$ cat src/rtl/rr_prio_encoder.sv
// Registered N-input priority encoder with run-time fixed-priority or
// round-robin arbitration; outputs appear one cycle after an enabled sample.
module rr_prio_encoder #(
    parameter  int N = 8,
    localparam int W = $clog2(N)
) (
    input  logic         clk,
    input  logic         rst,
    input  logic         en,
    input  logic         mode,
    input  logic [N-1:0] Din,
    output logic [W-1:0] Dout,
    output logic [N-1:0] grant,
    output logic         valid,
    output logic         multi
);

    // Ascending circular search from start; first set bit wins.
    function automatic logic [W-1:0] f_search(input logic [N-1:0] req,
                                               input logic [W-1:0] start);
        int   idx;
        logic found;
        f_search = '0;
        found    = 1'b0;
        for (int k = 0; k < N; k++) begin
            idx = int'(start) + k;
            if (idx >= N) idx = idx - N;
            if (!found && req[idx]) begin
                found    = 1'b1;
                f_search = W'(idx);
            end
        end
    endfunction

    logic [W-1:0] r_ptr;
    logic [W-1:0] r_dout;
    logic [N-1:0] r_grant;
    logic         r_valid;
    logic         r_multi;

    logic [W-1:0] w_start;
    logic [W-1:0] w_idx;
    logic [W-1:0] w_ptr_next;
    logic [N-1:0] w_grant;
    logic         w_any;
    logic         w_multi;

    always_comb begin
        w_start    = mode ? r_ptr : '0;
        w_idx      = f_search(Din, w_start);
        w_grant    = N'(1) << w_idx;
        w_any      = (Din != '0);
        // Clearing the lowest set bit leaves something only if two or more were set.
        w_multi    = ((Din & (Din - N'(1))) != '0);
        // Explicit wrap so non-power-of-2 N never lands on N.
        w_ptr_next = (w_idx == W'(N - 1)) ? '0 : w_idx + W'(1);
    end

    // Output register stage
    always_ff @(posedge clk) begin
        if (rst) begin
            r_ptr   <= '0;
            r_dout  <= '0;
            r_grant <= '0;
            r_valid <= 1'b0;
            r_multi <= 1'b0;
        end else if (en) begin
            if (w_any) begin
                r_dout  <= w_idx;
                r_grant <= w_grant;
                r_valid <= 1'b1;
                r_multi <= w_multi;
                if (mode) r_ptr <= w_ptr_next;
            end else begin
                r_dout  <= '0;
                r_grant <= '0;
                r_valid <= 1'b0;
                r_multi <= 1'b0;
            end
        end
    end

    assign Dout  = r_dout;
    assign grant = r_grant;
    assign valid = r_valid;
    assign multi = r_multi;

endmodule
$ cat config.mk
export PLATFORM = sky130hd
export DESIGN_NAME = rr_prio_encoder
export DESIGN_NICKNAME = d
export VERILOG_FILES = /design/src/rtl/rr_prio_encoder.sv
export SDC_FILE = /design/constraint.sdc
export NUM_CORES = 1
export LEC_CHECK = 0
export ABC_AREA = 1
export CORE_ASPECT_RATIO = 0.5
export CORE_MARGIN = 5
export CORE_UTILIZATION = 39
export CTS_BUF_LIST = sky130_fd_sc_hd__clkbuf_8
export DETAILED_ROUTE_END_ITERATION = 8
export HOLD_SLACK_MARGIN = 0.1
export PLACE_DENSITY = 0.64
export SYNTH_ARGS = -nofsm -noshare
export SYNTH_HDL_FRONTEND = slang
export SYNTH_SLANG_ARGS = --single-unit
$ cat constraint.sdc
create_clock -name clk -period 3.9 [get_ports clk]
set_input_delay 0.78 -clock clk [delete_from_list [all_inputs] [get_ports clk]]
set_output_delay 0.78 -clock clk [all_outputs]
set_load 0.01 [all_outputs]
# Yosys cells after proc, flatten, opt, wreduce, memory -nomap -nowiden
# Index checks and enable logic that the tools add are counted.
[op_classes]
n_addsub = 17
multipliers = 0
n_div = 0
order_cmp = 16
eq_ne = 1
shifts = 1
muxes = 53
n_bitwise = 1
reduce_logical = 17
[ops]
columns = ["operator", "count"]
rows = [
  ["$lt A32 B5 Y1 const B", 8],
  ["$mux W32", 8],
  ["$sub A4 B4 Y5 const B", 7],
  ["$mux W3", 11],
  ["$ge A4 B4 Y1 const B", 7],
  ["$mux W1", 25],
  ["$bmux W1 S3", 8],
  ["$add A3 B3 Y4 const B", 4],
  ["$reduce_bool A8 Y1", 2],
  ["$add A3 B2 Y4 const B", 2],
  ["$and A8 B8 Y8", 1],
  ["$mux W8", 1],
  ["$shl A1 B3 Y8 const A", 1],
  ["$sub A8 B1 Y8 const B", 1],
  ["$logic_and A1 B1 Y1", 7],
  ["$logic_not A1 Y1", 7],
  ["$sub A3 B4 Y5 const B", 1],
  ["$add A3 B1 Y4 const B", 1],
  ["$ge A3 B4 Y1 const B", 1],
  ["$add A3 B1 Y3 const B", 1],
  ["$eq A3 B3 Y1 const B", 1],
  ["$reduce_and A3 Y1", 1],
]
[word_totals]
register_bits = 16
latch_bits = 0
ramBits = 0
mem_bits_ro = 0
in_bits = 12
elab_cells = 111
mem_count = 0

# Longest topological paths before layout
# Gate-level depths: netlist of run 1.
[depth]
depth_word = 30
ltp_mapped = 20

# Worst setup path before layout of run 1
# Ideal clock, no wire load.
[synth_timing]
path_type = "input -> register"
from = "input port mode"
to = "register r_ptr[2]"
setup_time_ns = 0.130
t_arrival_ns = 2.958
required_time_ns = 3.770
setup_slack_ns = 0.812
cell_stages = 19
cell_sequence = "nand2_1 buf_2 ha_1 inv_1 nand3_1 nand2_1 nand2_1 nand2_2 nand3_4 nor2_8 nand3_2 nor2_1 nand2_1 nand2_1 inv_1 ha_1 ha_1 nand2_1 a21oi_1"
[synth_via]
elab_chain_len = 30
elab_cells_between_ends = 89
classes_between = "add/sub (16); order compare (8); eq/ne (1); mux (49); reduce/logical (15)"
[synth_lines]
columns = ["item", "line", "text"]
rows = [
  ["from (decl)", "10", "input logic mode,"],
  ["$mux W3 (*)", "49", "w_start = mode ? r_ptr : '0;"],
  ["branches (longest 26 deep; another with $sub A4 B4 Y5)", "n/a", ""],
  ["$mux W3 (*)", "28", "if (!found && req[idx]) begin"],
  ["$add A3 B1 Y3 or $eq A3 B3 Y1 (tied branches)", "56", "w_ptr_next = (w_idx == W'(N - 1)) ? '0 : w_idx + W'(1);"],
  ["$mux W3 (*)", "56", ""],
  ["named net w_ptr_next[2]", "43", "logic [W-1:0] w_ptr_next;"],
  ["to (signal assigned)", "73", "if (mode) r_ptr <= w_ptr_next;"],
  ["to (decl)", "35", "logic [W-1:0] r_ptr;"],
]
# Mark *: on every way through the listed nets, which the timed path passes. The select of a mux whose other input is x is not followed.
# A chain may end at the register's enable or synchronous reset.

# Worst setup path in the final report of run 1
# Ends and elaborated chain as after synthesis.

==> results of run 1 <==
[through the flow]
step	cell area [um2]	hold slack (ns)
finish	1982	0.4647
global route	1982	0.4859
CTS	1982	0.4663
detailed placement	1941	0.4569
global placement	1941	0.4513
floorplan	1653	0.4883
[critical path, cell delays in order]
cell,delay (ns)
clkdlybuf4s50_1,0.54
nand2_1,0.12
buf_4,0.19
inv_2,0.21
nand2_1,0.08
nand2_1,0.11
nand2_1,0.08
nand3_1,0.15
nand2_2,0.12
nor2_8,0.16
nand4_1,0.16
nor2_1,0.15
nor2_1,0.05
nand2_1,0.08
nand2_1,0.09
inv_1,0.09
ha_1,0.17
ha_1,0.23
nand2_1,0.06
a21oi_1,0.05
[sequential cells by signal, summed over array words and instances (netlist names)]
register  cells
Dout          3
grant         8
valid         1
r_ptr         3
multi         1
[layout make-up]
type                       count  area [um2]
clock buffer                   3       41.29
fill                         417        2022
inverter                      30       118.9
multi-input combinational    211        1164
sequential                    16       320.3
tap                           54       67.56
timing repair buffer          28       270.3
[cell usage in the layout (no fill, tap or decap), types with 2 or more instances in the layout]
cell type	netlist	final
nand2_1	85	85
nand3_1	40	40
inv_1	26	26
clkdlybuf4s50_1	0	24
nor2_1	19	19
dfxtp_1	16	16
a21oi_1	13	13
nand4_1	8	8
nand3_2	7	7
nand2_2	6	6
ha_1	6	6
o21ai_0	4	4
a21oi_2	4	4
buf_4	1	4
clkbuf_8	0	3
and2_1	2	2
inv_2	2	2
xor2_2	2	2
nand2_4	2	2
[Yosys cell counts]
cell type	count
nand2_1	85
nand3_1	40
inv_1	26
nor2_1	19
dfxtp_1	16
a21oi_1	13
nand4_1	8
nand3_2	7
ha_1	6
nand2_2	6
a21oi_2	4
buf_2	4
o21ai_0	4
and2_1	2
clkbuf_1	2
inv_2	2
nand2_4	2
xor2_2	2
a211oi_1	1
a22oi_1	1
a31oi_1	1
and2_4	1
buf_1	1
buf_4	1
buf_6	1
clkinv_2	1
clkinv_4	1
nand2_8	1
nand3_4	1
nand4_4	1
nor2_8	1
nor3_1	1
o2111ai_1	1
o21ai_1	1
o21ai_4	1
o221ai_1	1
[metal layers]
layer / vias up / GRT usage / routed length (um)
met5: - / 0 / 0
met4: 0 / 0.02804 / 10
met3: 2 / 0.02003 / 258
met2: 51 / 0.2419 / 1919
met1: 792 / 0.2422 / 2187
li1: 918 / - / -
[worst paths after layout]
check        startpoint  endpoint  slack (ns)  depth (start not counted)
max                mode  r_ptr[2]        0.31                         20
min reg2reg       multi     multi        0.46                          2
max reg2reg    r_ptr[0]  r_ptr[2]        0.83                         19
min               multi     multi        0.46                          2
[kinds of logic (layout without fill, tap and decap cells)]
group	after synthesis	count (layout)
and+or+nand+nor	175	175
buffers and inverters	39	61
AOI/OAI and AO/OA	28	28
DFF	16	16
adders and majority gates	6	6
xor gates and xnor gates	2	2
[power by group through the flow]
stage                     Sequential [mW]  Clock, mW  Combinational [mW]
after global placement              0.191          0               0.281
after CTS                           0.188      0.123               0.284
after detailed placement            0.191          0               0.281
final                               0.188      0.121               0.284
after global routing                0.189      0.134               0.318
after floorplan                     0.193          0               0.201
==> results by group, run 1 <==
Outcome
  • Status: finished, final reports clean

Clocking
  • Clock Tree Buf Depth: 2
  • Clk_lat worst skew: 0.24 ns
  • CTS sink count: 16
  • Post-CTS Resized: 0
  • Worst-path clk slew: approximately 0.06 ns
  • Post-CTS setup repair buffer count: 0
  • Clock root buffer master: clkbuf_8
  • Num CTS Buffers: 3
  • Htree depth: 1
  • TritonCTS clock tree: yes
  • # hold bufs at CTS: 0

Timing
  • Max Clk Rate: 0.2783 GHz
  • RSZ-0062 raised after global routing: no
  • Final critical-path setup slack: 0.3064 ns
  • Setup_tns: 0 ns
  • Final Skew: roughly 0.0020 ns
  • Final worst path period need: ~3.6 ns
  • Measured slew at the worst slew-check pin: roughly 0.65 ns
  • Slew Viols, Final: 0
  • Fin crit share: 0.9214
  • Rel. slew slack: 0.5657
  • Setup violations, final: 0
  • Final Hold Vio Count: 0

Finish
  • Layout cells sized above 1: 0.1319
  • Non-Filler Instances: ~340
  • Post-layout util: 0.4950
  • # diodes: 0
  • P&R area growth vs syn: 19.91%
  • Final net count: slightly above 300

Global routing
  • First-pass GRT wire length: approximately 7500 um
  • Overall Global Routing Usage: 0.1601
  • Initial antenna violation count: 0
  • Pin count of the biggest net entering global routing: 17
  • Grt total ovfl: 0
  • Vias in the first global route: ~1600

Power and ir drop
  • Pint: 0.3521 mW
  • Switch share: 0.4062
  • Comb pwr share: 0.479
  • Pleak: between 0.9 and 1 nW
  • Sequential share of power: 0.317
  • Power Dens Cells: approximately 300 nW/um2
  • Pwr Total: 0.5929 mW
  • Clk pwr share: 0.205
  • Maximum VDD drop: between 0.2 and 0.25 mV
  • Switching power: roughly 0.24 mW

Job
  • Maximum capacitance violations: 0

Route
  • Residual DRC count: 0
  • Total Routed Length: 4375 um
  • Post-route ant nets: 0
  • Via count: between 1500 and 2000
  • TritonRoute pass-1 iters: 5
  • Routed vias/inst: around 5.2
  • DRT iter0 DRCs: 110
  • DR WL/cell: 12.79 um

Worst setup path
  • Worst Setup End Kind: flop
  • Critical setup path kind: in -> reg
  • WP data arrival: approximately 3.7 ns
  • Startpoint types: input port
  • Crit path required time: 4.00 ns
  • CP Max Fanout: 14

Die
  • Die H: around 56 um
  • Num ports: 25
  • Die area: between 5000 and 6000 um2
  • Core region area: around 4000 um2
  • Starting Density: 0.4128
  • Std-Cell Rows: 16
  • Die Span X: around 100 um

Placed design
  • Dpl cells: roughly 340
  • Input/output buffers: 24
  • Placer Congestion: 0.9114
  • Post-DP HPWL: around 3500 um
  • DP Worst Slack: 0.09590 ns

Yosys
  • Top post-synthesis cells by area: dfxtp_1 (19%), nand2_1 (19%), nand3_1 (12%)
  • Simple-Gate Fraction of Synth Area: 0.5299
  • Library cells used by synthesis: 36
  • Synth Register Bits: 16
  • Syn. warnings: 0
  • Mapped Cells: between 200 and 300
  • Largest family of logic cells by synthesized area: simple AND/OR/NAND/NOR gates
  • Syn Area/Cell: approximately 6.2 um2
  • Post-synthesis xor/xnor area fraction: 0.01968
  • Synthesized Nets: between 200 and 300
  • Complex-gate fraction of the synthesized area: 0.1090
  • Sequential fraction of the synthesis area: 0.1938
  • Post-synthesis mux area share: 0
  • Synth Cell Area: between 1500 and 2000 um2
  • Dominant cell type by area after synthesis: dfxtp_1
  • Synth top area share: 0.1938
  • Post-Synth Adder-Cell Area: 0.04542

Worst hold path
  • Worst Hold Class: reg -> reg
No activity file was read; power rests on OpenSTA's default activity.
==> inputs of run 2 (changes only) <==
- CORE_UTILIZATION: 39 -> 48
- PLACE_DENSITY: 0.64 -> 0.75
- REMOVE_ABC_BUFFERS: unset -> 1
==> run 2 against run 1 <==
Net effect:
- via count up 0.96%
- cell area about the same
- die area down 16%
- critical endpoint unchanged
- clock skew up 0.0027 ns
- highest routed layer unchanged
- core utilization up 9.1 points
- wire length down 3.6%
- largest power group unchanged
==> results by group, run 2 (synthesized netlist as in run 1, its figures left out) <==
Outcome
  • Status: finished, final reports clean

Worst setup path
  • Sequence of cells on the critical path: clkdlybuf4s50_1 -> nand2_1 -> buf_4 -> inv_2 -> nand2_1 -> nand2_1 -> nand2_1 -> nand3_1 -> nand2_2 -> nor2_8 -> nand4_1 -> nor2_1 -> nor2_1 -> nand2_1 -> nand2_1 -> inv_1 -> ha_1 -> ha_1 -> nand2_1 -> a21oi_1
  • Buf+Inv Stages, Crit Path: 4
  • Startpoint types: input port
  • Critical setup path kind: in -> reg
  • CP max stage cell: clkdlybuf4s50_1
  • Worst Setup End Kind: flop
  • Most common cell on crit path: nand2_1
  • Worst path max stage delay: ~0.54 ns
  • WP data arrival: between 3 and 4 ns
  • CP Max Fanout: 14
  • Crit path required time: 4.01 ns
  • CP top delay family: simple AND/OR/NAND/NOR gates

Die
  • Starting Density: 0.4893
  • Die area: roughly 4800 um2
  • Core region area: between 3000 and 4000 um2
  • Die Span X: around 93 um
  • Die H: roughly 51 um
  • Num ports: 25
  • Std-Cell Rows: 15

Timing
  • Setup violations, final: 0
  • Rel. slew slack: 0.5817
  • Worst hold margin: 0.4627 ns
  • Final Skew: roughly 0.0047 ns
  • RSZ-0062 raised after global routing: no
  • Max Clk Rate: between 0.2 and 0.3 GHz
  • Final worst path period need: approximately 3.6 ns
  • Measured slew at the worst slew-check pin: ~0.63 ns
  • Setup_tns: 0 ns
  • Final Hold Vio Count: 0
  • Slew Viols, Final: 0
  • Fin crit share: 0.9108

Clocking
  • Post-CTS setup repair buffer count: 0
  • Htree depth: 1
  • TritonCTS clock tree: yes
  • Num CTS Buffers: 3
  • # hold bufs at CTS: 0
  • CTS sink count: 16
  • Clock Tree Buf Depth: 2
  • Clk_lat worst skew: around 0.25 ns
  • Worst-path clk slew: approximately 0.060 ns
  • Post-CTS Resized: 0
  • Clock root buffer master: clkbuf_8

Finish
  • # diodes: 0
  • Most frequent cells in the layout: nand2_1 (85), nand3_1 (40), inv_1 (26)
  • FILL cells: 335
  • Final net count: just over 300
  • Most common cell after layout, fill and taps aside: nand2_1
  • P&R area growth vs syn: 19.83%
  • Layout cells sized above 1: 0.1349
  • Max reg flops: 8
  • Post-layout util: 0.5863

Route
  • DRT iter0 DRCs: 95
  • TritonRoute pass-1 iters: 5
  • Routed vias/inst: ~5.4
  • DR WL/cell: approximately 13 um
  • Total Routed Length: 4216 um
  • Residual DRC count: 0
  • Post-route ant nets: 0
  • Via count: around 1800

Placed design
  • Post-DP HPWL: 3412 um
  • Placer Congestion: 0.9475
  • Input/output buffers: 24

Power and ir drop
  • Maximum VDD drop: ~0.13 mV
  • Switch share: 0.3941
  • Switching power: roughly 0.24 mW
  • Pint: 0.3734 mW
  • Comb pwr share: 0.458
  • Pleak: 0.9145 nW
  • Sequential share of power: 0.305
  • Clk pwr share: 0.236
  • Power Dens Cells: 311.1 nW/um2

Global routing
  • First-pass GRT wire length: a little over 7000 um
  • Vias in the first global route: roughly 1600
  • Overall Global Routing Usage: 0.1850
  • Pin count of the biggest net entering global routing: 17
  • Initial antenna violation count: 0
  • Grt total ovfl: 0

Worst hold path
  • Worst Hold Class: reg -> reg

Job
  • Maximum capacitance violations: 0
==> run 2: cell count changes in the layout (fill, tap and decap cells not counted), sizes merged <==
cell	previous run	this run
clkbuf	3	4
==> run 2: cell type report <==
class | instances | area, um2 | area share
clock buffers | 4 | 55.05 | 0.02780
inverters | 30 | 118.9 | 0.06001
multi-input cells | 211 | 1164 | 0.5875
flip-flops and latches | 16 | 320.3 | 0.1617
well taps | 42 | 52.55 | 0.02653
repair buffers | 28 | 270.3 | 0.1364
==> run 2: worst paths after layout <==
kind | from | endpoint | slack (ns) | cells after the start
worst min register to register | Dout[2] | Dout[2] | 0.46 | 2
worst max-delay path | mode | r_ptr[2] | 0.35 | 20
worst max register to register | r_ptr[0] | r_ptr[2] | 0.82 | 17
worst min-delay path | Dout[2] | Dout[2] | 0.46 | 2
==> run 2: stage by stage <==
step	std cells	area (um2)	power, mW	worst slack, ns
2_1_floorplan	257	1603	0.3840	0.8310
3_3_place_gp	327	1926	0.4647	0.2173
3_5_place_dp	327	1926	0.4713	0.1308
4_1_cts	331	1981	0.6171	0.3633
5_1_grt	331	1981	0.6605	0.06191
6_report	331	1981	0.6163	0.3479
==> run 2: power groups by stage <==
stage / clock, mW / sequential [mW] / combinational (mW)
after CTS: 0.147 / 0.188 / 0.282
after detailed placement: 0 / 0.192 / 0.280
after global placement: 0 / 0.191 / 0.274
after floorplan: 0 / 0.195 / 0.189
after global routing: 0.156 / 0.190 / 0.314
final: 0.146 / 0.188 / 0.282
==> run 2: worst min-delay path: cells and delay by family (launching register included) <==
family	cells	cell delay, ns
DFF	1	0.31
and+or+nand+nor	1	0.06
AOI/OAI and AO/OA	1	0.05
==> run 2: layer usage <==
metal / vias to the layer above / track usage / wire length, um
met3: 11 / 0.01156 / 270
met4: 0 / 0.05839 / 95
met2: 68 / 0.3302 / 1938
met1: 777 / 0.2427 / 1911
met5: - / 0 / 0
li1: 924 / - / -
==> inputs of run 3 (changes only) <==
- CELL_PAD_IN_SITES_DETAIL_PLACEMENT: unset -> 1
- CELL_PAD_IN_SITES_GLOBAL_PLACEMENT: unset -> 2
- CORE_UTILIZATION: 48 -> 30
- PLACE_DENSITY: 0.75 -> 0.86
- TNS_END_PERCENT: unset -> 1
==> run 3 against run 2 <==
Net effect:
- worst hold slack improved by 0.0019 ns
- critical path type unchanged
- via count decreased by 0.17%
- cell area grew 3.5%
- non-clock buffer count rose by 1
- core utilization fell by 21 points
==> results by group, run 3 (synthesized netlist as in run 1, its figures left out) <==
Timing
  • Slew Viols, Final: 0
  • Setup violations, final: 0
  • Fin crit share: 0.9222
  • Measured slew at the worst slew-check pin: ~0.65 ns
  • Worst hold margin: around 0.46 ns
  • RSZ-0062 raised after global routing: no
  • Final Skew: between 0.003 and 0.004 ns
  • Max Clk Rate: 0.2780 GHz
  • Final Hold Vio Count: 0
  • Final critical-path setup slack: between 0.3 and 0.4 ns
  • Setup_tns: 0 ns
  • Rel. slew slack: 0.5621
  • Final worst path period need: 3.597 ns

Finish
  • Layout cells sized above 1: 0.1483
  • Most common cell after layout, fill and taps aside: nand2_1
  • Post-layout util: 0.3783
  • P&R area growth vs syn: 24.07%
  • # diodes: 0
  • Design Area, Final: 2051 um2
  • Most frequent cells in the layout: nand2_1 (85), nand3_1 (40), inv_1 (26)
  • Non-Filler Instances: around 360
  • Final net count: around 300
  • Max reg flops: 8

Placed design
  • DP Worst Slack: about 0.056 ns
  • Placer Congestion: roughly 0.90
  • Dpl cells: roughly 360
  • Post-DP HPWL: around 4200 um
  • Input/output buffers: 24
  • Placed Area: between 1500 and 2000 um2

Power and ir drop
  • Comb pwr share: 0.465
  • Pleak: 0.9209 nW
  • Pint: roughly 0.38 mW
  • Switching power: around 0.26 mW
  • Switch share: 0.4043
  • Clk pwr share: 0.236
  • Sequential share of power: 0.299
  • Pwr Total: around 0.63 mW
  • Maximum VDD drop: between 0.15 and 0.2 mV
  • Power Dens Cells: ~310 nW/um2

Global routing
  • Overall Global Routing Usage: 0.1459
  • Initial antenna violation count: 0
  • First-pass GRT wire length: roughly 8700 um
  • Vias in the first global route: 1854
  • Pin count of the biggest net entering global routing: 17
  • Grt total ovfl: 0

Route
  • Routed vias/inst: about 4.9
  • Total Routed Length: approximately 5100 um
  • DRT iter0 DRCs: between 40 and 50
  • DR WL/cell: 14.06 um
  • Via count: 1777
  • Post-route ant nets: 0
  • Residual DRC count: 0
  • TritonRoute pass-1 iters: 4

Clocking
  • Post-CTS setup repair buffer count: 0
  • Htree depth: 1
  • Clock root buffer master: clkbuf_8
  • Worst-path clk slew: 0.06 ns
  • TritonCTS clock tree: yes
  • Clock Tree Buf Depth: 2
  • Clk_lat worst skew: ~0.26 ns
  • CTS sink count: 16
  • Num CTS Buffers: 3

Worst setup path
  • Critical setup path kind: in -> reg
  • Startpoint types: input port
  • Worst Setup End Kind: flop
  • Crit path required time: between 4 and 5 ns
  • WP data arrival: between 3 and 4 ns
  • CP Max Fanout: 14

Die
  • Starting Density: 0.3049
  • Die area: 7184 um2
  • Die H: 62.49 um
  • Num ports: 25
  • Die Span X: between 100 and 150 um
  • Std-Cell Rows: 19
  • Core region area: approximately 5400 um2

Worst hold path
  • Worst Hold Class: reg -> reg

Job
  • Maximum capacitance violations: 0

Outcome
  • Status: finished, final reports clean
run 3: area by class of cell:
| cell class | count | area (um2) |
|---|---|---|
| inverter | 30 | 118.9 |
| timing repair buffer | 29 | 277.8 |
| sequential | 16 | 320.3 |
| clock buffer | 4 | 55.05 |
| fill | 741 | 3369 |
| multi-input combinational | 211 | 1187 |
| tap | 73 | 91.34 |
run 3: worst paths after layout:
check	start	slack (ns)	cells past startpoint	to
max	mode	0.30	19	r_ptr[2]
min	Dout[2]	0.46	2	Dout[2]
max reg2reg	r_ptr[0]	0.78	18	r_ptr[2]
min reg2reg	Dout[2]	0.46	2	Dout[2]
run 3: power by group through the flow:
stage	Sequential [mW]	Clock [mW]	Combinational, mW
after CTS	0.189	0.155	0.292
after detailed placement	0.192	0	0.290
after global routing	0.191	0.161	0.327
final	0.189	0.150	0.294
after global placement	0.192	0	0.284
after floorplan	0.195	0	0.189
run 3: repair_timing:
action	4_1_cts	5_1_grt
setup endpoints to repair	0	1
hold buffers	0	0
gates resized for setup	0	3
run 3: worst max-delay path: stages:
cell	delay (ns)
clkdlybuf4s50_1	0.54
nand2_1	0.14
buf_4	0.17
inv_2	0.21
nand2_1	0.08
nand2_1	0.13
nand2_1	0.09
nand3_1	0.17
nand2_2	0.13
nor2_8	0.16
nand3_2	0.10
nor2_1	0.14
nand2_1	0.08
nand2_1	0.11
inv_1	0.07
ha_1	0.20
ha_1	0.28
nand2_1	0.05
a21oi_1	0.14
run 3: layer usage:
metal / vias to the layer above / track usage / wire (um)
li1: 914 / - / -
met1: 838 / 0.1914 / 2586
met2: 20 / 0.2536 / 2347
met3: 5 / 0.01161 / 103
met4: 0 / 0.04392 / 65
met5: - / 0 / 0
